### config.mk
export PLATFORM = sky130hd
export DESIGN_NAME = compare_seq
export DESIGN_NICKNAME = d
export VERILOG_FILES = /design/src/rtl/compare_seq.sv
export SDC_FILE = /design/constraint.sdc
export NUM_CORES = 1
export LEC_CHECK = 0
export BUFFER_PORTS_ARGS = -buffer_cell sky130_fd_sc_hd__buf_2
export CAP_MARGIN = 25
export CORE_MARGIN = 2
export CORE_UTILIZATION = 30
export DETAILED_ROUTE_END_ITERATION = 16
export HOLD_SLACK_MARGIN = 0.02
export PLACE_DENSITY_LB_ADDON = 0.15
export SLEW_MARGIN = 0
export SYNTH_ARGS = -nofsm -noshare
export SYNTH_HDL_FRONTEND = slang
export SYNTH_SLANG_ARGS = --single-unit
export TNS_END_PERCENT = 5
### constraint.sdc
create_clock -name clk_i -period 1.6 [get_ports clk_i]
set_input_delay 0.16 -clock clk_i [delete_from_list [all_inputs] [get_ports clk_i]]
set_output_delay 0.16 -clock clk_i [all_outputs]
set_load 0.02 [all_outputs]
### src/rtl/compare_seq.sv
// rtl/compare_seq.sv - multi-cycle MSB-first signed/unsigned magnitude comparator
// Optional feature macro: COMPARE_EARLY_EXIT_EN (finish on the first differing slice)
module compare_seq #(
   parameter int WIDTH = 8,
   parameter int SLICE = 2
) (
   input  logic             clk_i,
   input  logic             rst_i,
   input  logic             start_i,
   input  logic             signed_mode_i,
   input  logic [WIDTH-1:0] a_i,
   input  logic [WIDTH-1:0] b_i,
   output logic             busy_o,
   output logic             done_o,
   output logic             re_o,
   output logic             reb_o,
   output logic             eq_o
);

   localparam int NSTEP = WIDTH / SLICE;
   localparam int CW    = (NSTEP > 1) ? $clog2(NSTEP) : 1;
   localparam logic [CW-1:0] LAST_STEP = CW'(NSTEP - 1);

   typedef enum logic [1:0] {
      S_IDLE = 2'd0,
      S_RUN  = 2'd1,
      S_DONE = 2'd2
   } state_t;

   state_t           state_q, state_d;
   logic [CW-1:0]    step_q, step_d;
   logic [WIDTH-1:0] a_q, a_d;
   logic [WIDTH-1:0] b_q, b_d;
   logic             gt_q, gt_d;
   logic             lt_q, lt_d;
   logic             re_q, re_d;
   logic             reb_q, reb_d;
   logic             eq_q, eq_d;

   logic             accept;
   logic [WIDTH-1:0] sign_flip;
   logic [SLICE-1:0] a_sl;
   logic [SLICE-1:0] b_sl;
   logic             gt_step;
   logic             lt_step;
   logic             finish;

   // A start is taken whenever no compare is running, including the DONE cycle.
   assign accept    = start_i && (state_q != S_RUN);
   // Flipping the sign bit maps two's-complement order onto unsigned order.
   assign sign_flip = {signed_mode_i, {(WIDTH-1){1'b0}}};

   // The captured copies shift left each step, so the current slice is always on top.
   assign a_sl    = a_q[WIDTH-1 -: SLICE];
   assign b_sl    = b_q[WIDTH-1 -: SLICE];
   // Once a verdict exists it is frozen; only an undecided compare looks at the slice.
   assign gt_step = gt_q | (~lt_q & (a_sl > b_sl));
   assign lt_step = lt_q | (~gt_q & (a_sl < b_sl));

`ifdef COMPARE_EARLY_EXIT_EN
   assign finish = (step_q == LAST_STEP) | gt_step | lt_step;
`else
   assign finish = (step_q == LAST_STEP);
`endif

   // Next-state, datapath update and result loading for the IDLE/RUN/DONE sequencer.
   always_comb begin
      state_d = state_q;
      step_d  = step_q;
      a_d     = a_q;
      b_d     = b_q;
      gt_d    = gt_q;
      lt_d    = lt_q;
      re_d    = re_q;
      reb_d   = reb_q;
      eq_d    = eq_q;
      case (state_q)
         S_IDLE, S_DONE: begin
            if (accept) begin
               state_d = S_RUN;
               step_d  = '0;
               a_d     = a_i ^ sign_flip;
               b_d     = b_i ^ sign_flip;
               gt_d    = 1'b0;
               lt_d    = 1'b0;
            end else begin
               state_d = S_IDLE;
            end
         end
         S_RUN: begin
            gt_d   = gt_step;
            lt_d   = lt_step;
            a_d    = a_q << SLICE;
            b_d    = b_q << SLICE;
            step_d = step_q + 1'b1;
            if (finish) begin
               state_d = S_DONE;
               re_d    = gt_step;
               reb_d   = lt_step;
               eq_d    = ~(gt_step | lt_step);
            end
         end
         default: begin
            state_d = S_IDLE;
         end
      endcase
   end

   // State and datapath registers; reset aborts any compare in flight.
   always_ff @(posedge clk_i or posedge rst_i) begin
      if (rst_i) begin
         state_q <= S_IDLE;
         step_q  <= '0;
         a_q     <= '0;
         b_q     <= '0;
         gt_q    <= 1'b0;
         lt_q    <= 1'b0;
         re_q    <= 1'b0;
         reb_q   <= 1'b0;
         eq_q    <= 1'b0;
      end else begin
         state_q <= state_d;
         step_q  <= step_d;
         a_q     <= a_d;
         b_q     <= b_d;
         gt_q    <= gt_d;
         lt_q    <= lt_d;
         re_q    <= re_d;
         reb_q   <= reb_d;
         eq_q    <= eq_d;
      end
   end

   assign busy_o = (state_q == S_RUN);
   assign done_o = (state_q == S_DONE);
   assign re_o   = re_q;
   assign reb_o  = reb_q;
   assign eq_o   = eq_q;

endmodule

==> flow_metrics.env, run 1 <==
export IMPL_yosysWarnings=0
export IMPL_dp_slack_ps=205
export IMPL_clk_pin_slew_ps=90
export IMPL_maxCapViolCount=0
export IMPL_final_cell_mix="25 x dfrtp_1, 24 x buf_2, 11 x nand2_1, 10 x nand3_1, 9 x a22oi_1"
export IMPL_reg2reg_depth=4
export IMPL_wl_per_cell_microns=13.7
export IMPL_ant_nets=0
export IMPL_rsz0062_at_grt="false"
export IMPL_io_pins=25
export IMPL_nFillCells=383
export IMPL_hold_viol=0
export IMPL_num_rows=22
export IMPL_cts_root_buf="clkbuf_8"
export IMPL_die_width_microns=64.8
export IMPL_die_h_microns=64.8
export IMPL_seq_area_frac_synth_pct=56.5
export IMPL_report_final_slew_viol_count=0
export IMPL_overflow=0
export IMPL_whs_endpoint="b_q[6]"
export IMPL_synth_seq_cells=25
export IMPL_p_sw_w=0.00104
export IMPL_leakage_nw=0.675
export IMPL_wl_met2_microns=1120
export IMPL_timing_fmax_mhz=667
export IMPL_fin_worst_skew_ps=1.90
export IMPL_num_antenna_cells=0
export IMPL_grt_pass1_wl_microns=4260
export IMPL_io_buffers=24
export IMPL_cts_htree_levels=1
export IMPL_antenna_found_initial=0
export IMPL_r2r_start="a_q[7]"
export IMPL_drt_pass1_iter_count=4
export IMPL_synthCells=102
export IMPL_grt_pass1_vias=913
export IMPL_wl_met3_microns=113
export IMPL_fp_coreArea_sq_um=3610
export IMPL_hold_path_class="input pin to register"
export IMPL_slew_headroom_pct=75.9
export IMPL_min_period_over_period_pct=93.7
export IMPL_finalSetupTns_ps=0
export IMPL_worst_ep_arrival_time_ps=1340
export IMPL_grt_max_degree=26
export IMPL_fin_crit_ps=1500
export IMPL_r2r_end="reb_o"
export IMPL_via_per_inst=4.90
export IMPL_seq_power_share_pct=41.4
export IMPL_hp_start="b_i[6]"
export IMPL_drtIter0Drc=31
export IMPL_criticalPathCategory="register to output pin"
export IMPL_placed_cell_area_sq_um=1310
export IMPL_synthesis_nets=125
export IMPL_cts_sinks=25
export IMPL_startpoint_type="register"
export IMPL_end_kind="output pin"
export IMPL_utilization_pct=37.9
export IMPL_status="finished clean"
export IMPL_design_area_sq_um=1370
export IMPL_detail_route_wirelength_microns=2470
export IMPL_clock_path_buffers=2
export IMPL_drt_met1_wl_microns=1200
export IMPL_required_ps=1440
export IMPL_cts_tree="done"
export IMPL_ys_types=24
export IMPL_cts_buffers=3
export IMPL_gp_congestion=0.818
export IMPL_start_util_pct=30.7
export IMPL_path_max_fanout=9
export IMPL_swShare_pct=39.7
export IMPL_finalSetupViolCount=0
export IMPL_worst_pin_slew_ps=362
export IMPL_gr_usage_all_layers_pct=13.1
export IMPL_setup_ws_ps=100
export IMPL_dp_hpwl_microns=1720
export IMPL_drive_gt1_share_pct=28.0
export IMPL_die_area_sq_um=4190
export IMPL_rrSetupSlack_ps=190
export IMPL_vias=882
export IMPL_intPower_w=0.00158
export IMPL_area_delta_synth_final_pct=23.4
export IMPL_syn_avg_cell_area_sq_um=10.9
export IMPL_synth_area_sq_um=1110
export IMPL_vdd_drop_max_mv=0.528
export IMPL_pwr_density_cell_nw_per_um2=1920
export IMPL_pwr_share_comb_pct=44.0
export IMPL_top_layer_used="met4"
export IMPL_drc=0
export IMPL_pwr_share_clk_pct=14.6
export IMPL_clk_latency_ps=270
export IMPL_layout_commonest_cell="dfrtp_1"
export IMPL_fin_nets=156
export IMPL_hold_depth=3
## how the worst max path moves through the flow
| stage | start | endpoint | slack, ps | cells past startpoint |
|---|---|---|---|---|
| 2_1_floorplan | a_q[7] | reb_o | 280 | 4 |
| 3_3_place_gp | a_q[7] | reb_o | 240 | 4 |
| 3_5_place_dp | a_q[7] | reb_o | 200 | 4 |
| 4_1_cts | state_q[1] | busy_o | 60 | 4 |
| 5_1_grt | state_q[1] | busy_o | 20 | 4 |
| 6_report | state_q[1] | busy_o | 100 | 4 |
## per-layer routing
layer	vias up	global-route usage, %
met3	5	2.26
met5	-	0
met1	426	17.4
met2	22	20.7
met4	0	5.85
li1	429	-
## logic make-up (layout without fill, tap and decap cells)
logic type	Yosys count	in the layout	share of synthesized area, %
buffers and inverters	11	41	4.18
AND/OR/NAND/NOR	34	34	15.0
adder cells (fa/ha/maj)	3	3	3.39
XOR/XNOR	2	2	1.58
flip-flops	25	25	56.5
AO/OA/AOI/OAI	27	27	19.3
## flip-flops by register name, indices dropped and copies added, names as in the netlist
name     cells
a_q          8
b_q          8
eq_o         1
gt_q         1
lt_q         1
re_o         1
reb_o        1
state_q      2
step_q       2
## through the flow
| step | cells | hold slack, ps | total power (W) |
|---|---|---|---|
| global placement | 175 | 225 | 0.00221 |
| finish | 180 | 99.5 | 0.00262 |
| global route | 180 | 101 | 0.00285 |
| floorplan | 102 | 187 | 0.00188 |
| CTS | 180 | 98.7 | 0.00264 |
| detailed placement | 175 | 231 | 0.00225 |
## layout make-up
class,count,area [sq um],area share (%)
flip-flops and latches,25,626,45.8
repair buffers,31,175,12.8
clock buffers,4,45.0,3.30
multi-input cells,66,435,31.9
well taps,48,60.1,4.40
inverters,6,25.0,1.83
## Yosys cell counts, drive strengths merged
cell type	instances	area, sq um
nor2	5	21.3
dfrtp	25	626
nand2	11	41.3
a2bb2oi	2	17.5
nand3b	1	11.3
clkbuf	1	3.75
or3	1	6.26
nand3	10	50.1
a22o	5	43.8
ha	3	37.5
buf	4	20.0
xnor2	2	17.5
nor2b	3	18.8
a21oi	1	5.00
a221o	3	30.0
a32o	1	10.0
a2111oi	1	15.0
nand2b	2	12.5
o21ai	5	25.0
inv	6	22.5
a22oi	9	67.6
nor3	1	5.00
## critical path, cell delays in order, from the launching register on
cell and delay [ps]:
dfrtp_1 400, nand2b_1 200, inv_4 130, buf_4 170, buf_2 170
## timing repair
item                                    4_1_cts  5_1_grt
endpoints found under the setup margin        0        1
endpoints found under the hold margin        25        0
gates resized for setup                       0        1
hold buffers                                  1        0
buffers inserted                              0        0
## power groups by stage
| stage | combinational, W | clock (W) | sequential (W) |
|---|---|---|---|
| after floorplan | 0.000792 | 0 | 0.00109 |
| after global placement | 0.00112 | 0 | 0.00109 |
| after detailed placement | 0.00115 | 0 | 0.00110 |
| after CTS | 0.00116 | 0.000389 | 0.00108 |
| after global routing | 0.00130 | 0.000420 | 0.00112 |
| final | 0.00115 | 0.000383 | 0.00109 |
Power figures use the tool's default switching activity.
==> run 2, diff against run 1 <==
REMOVE_ABC_BUFFERS = 1   (was unset)
clock period = 1.3 ns   (was 1.6 ns; I/O delays follow)
==> run 2 against run 1 <==
Compared with the run above: the flow now finishes with violations (negative setup slack); first-iteration DRC count grew 29%; core utilization grew 2.6 points; die area stayed put; critical path type is now register to register; largest power group unchanged.
==> flow_metrics.env, run 2 (same netlist as run 1, synthesis figures left out) <==
export IMPL_status="finished, violations left"
export IMPL_failed_checks="negative setup slack"
export IMPL_drc=0
export IMPL_r2r_start="a_q[7]"
export IMPL_start_util_pct=30.7
export IMPL_drive_gt1_share_pct=35.0
export IMPL_rsz0062_at_grt="true"
export IMPL_clk_pin_slew_ps=80
export IMPL_fp_coreArea_sq_um=3610
export IMPL_drt_pass1_iter_count=4
export IMPL_cp_top_family="simple AND/OR/NAND/NOR gates"
export IMPL_clock_path_buffers=2
export IMPL_die_width_microns=64.8
export IMPL_final_cells=188
export IMPL_hold_depth=3
export IMPL_cts_sinks=25
export IMPL_grt_pass1_wl_microns=4110
export IMPL_grt_pass1_vias=906
export IMPL_cts_htree_levels=1
export IMPL_via_per_inst=4.85
export IMPL_cp_depth=4
export IMPL_startpoint_type="register"
export IMPL_design_area_sq_um=1460
export IMPL_reg2reg_depth=4
export IMPL_path_max_fanout=2
export IMPL_finalSetupViolCount=4
export IMPL_dp_cells=182
export IMPL_area_delta_synth_final_pct=32.0
export IMPL_cts_tree="done"
export IMPL_hold_viol=0
export IMPL_vdd_drop_max_mv=0.758
export IMPL_cts_root_buf="clkbuf_8"
export IMPL_pwr_density_cell_nw_per_um2=2390
export IMPL_placed_cell_area_sq_um=1360
export IMPL_dp_hpwl_microns=1720
export IMPL_detail_route_wirelength_microns=2370
export IMPL_grt_max_degree=26
export IMPL_maxCapViolCount=0
export IMPL_num_antenna_cells=0
export IMPL_top_regs="a_q: 8 flops, b_q: 8 flops"
export IMPL_min_period_over_period_pct=103
export IMPL_slew_headroom_pct=78.7
export IMPL_gp_congestion=0.795
export IMPL_antenna_found_initial=0
export IMPL_layout_commonest_cell="dfrtp_1"
export IMPL_die_h_microns=64.8
export IMPL_fin_crit_ps=1340
export IMPL_die_area_sq_um=4190
export IMPL_critical_path_max_stage_delay_ps=380
export IMPL_timing_fmax_mhz=748
export IMPL_criticalPathCategory="register to register"
export IMPL_required_ps=1500
export IMPL_path_buf_inv=0
export IMPL_num_rows=22
export IMPL_crit_chain="ha_1 > nor2b_1 > or3_4 > a2bb2oi_2"
export IMPL_io_pins=25
export IMPL_crit_start="a_q[7]"
export IMPL_clk_latency_ps=270
export IMPL_fin_worst_skew_ps=2.28
export IMPL_gr_usage_all_layers_pct=13.0
export IMPL_cp_slowest_cell="dfrtp_1"
export IMPL_fin_nets=164
export IMPL_leakage_nw=0.720
export IMPL_setup_ws_ps=-37.5
export IMPL_end_kind="register"
export IMPL_hp_start="a_i[3]"
export IMPL_worst_pin_slew_ps=319
export IMPL_hold_path_class="input pin to register"
export IMPL_overflow=0
export IMPL_drtIter0Drc=40
export IMPL_report_final_slew_viol_count=0
export IMPL_io_buffers=24
export IMPL_wl_per_cell_microns=12.6
export IMPL_cts_buffers=3
export IMPL_ant_nets=0
export IMPL_final_cell_mix="25 x dfrtp_1, 22 x buf_2, 16 x buf_4, 11 x nand2_1, 10 x nand3_1"
export IMPL_worst_ep_arrival_time_ps=1540
export IMPL_vias=912
## run 2: final timing paths
path | endpoint | slack, ps
max reg2reg | reb_o | -40
min | a_q[3] | 70
min reg2reg | eq_o | 500
max | reb_o | -40
max in group asynchronous | b_q[2] | 610
min in group asynchronous | b_q[6] | 450
## run 2: metal layers
layer | part of all wire, % | GRT usage [%]
met5 | 0 | 0
met4 | 1.7 | 6.38
met3 | 4.3 | 2.78
met2 | 47 | 19.7
met1 | 47 | 17.4
## run 2: worst min-delay path, cell delays in order
cell and delay [ps]:
buf_2 70, a22oi_1 50, nand2_1 50
## run 2: stage by stage
| step | power, W | worst slack, ps | hold WS [ps] | util, % | TNS (ps) |
|---|---|---|---|---|---|
| 2_1_floorplan | 0.00227 | -286 | 157 | - | -1770 |
| 3_3_place_gp | 0.00288 | -35.7 | 201 | 37.8 | -78.1 |
| 3_5_place_dp | 0.00290 | -82.8 | 202 | 37.8 | -223 |
| 4_1_cts | 0.00345 | -58.6 | 67.1 | 39.8 | -208 |
| 5_1_grt | 0.00381 | -118 | 73.2 | 40.5 | -528 |
| 6_report | 0.00349 | -37.5 | 72.1 | 40.5 | -134 |
## run 2: where the power goes
| part | leakage [nW] | switching, W | total, W | internal (W) |
|---|---|---|---|---|
| sequential | 0.312 | 0.000212 | 0.00133 | 0.00112 |
| combinational | 0.385 | 0.000874 | 0.00170 | 0.000828 |
| clock | 0.0228 | 0.000236 | 0.000455 | 0.000219 |
| total | 0.720 | 0.00132 | 0.00349 | 0.00217 |
## run 2: layout make-up
| type | instances | area, sq um |
|---|---|---|
| clock buffers | 4 | 45.0 |
| fillers | 386 | 2140 |
| inverters | 6 | 27.5 |
| multi-input cells | 66 | 463 |
| flip-flops and latches | 25 | 626 |
| well taps | 48 | 60.1 |
| repair buffers | 39 | 240 |
## run 2: what timing repair did
item,CTS,global route
hold buffers,1,0
hold endpoints to repair,25,0
gates resized for setup,4,6
pin swaps,1,0
cloned,0,0
endpoints found under the setup margin,7,9
buffers inserted,1,0
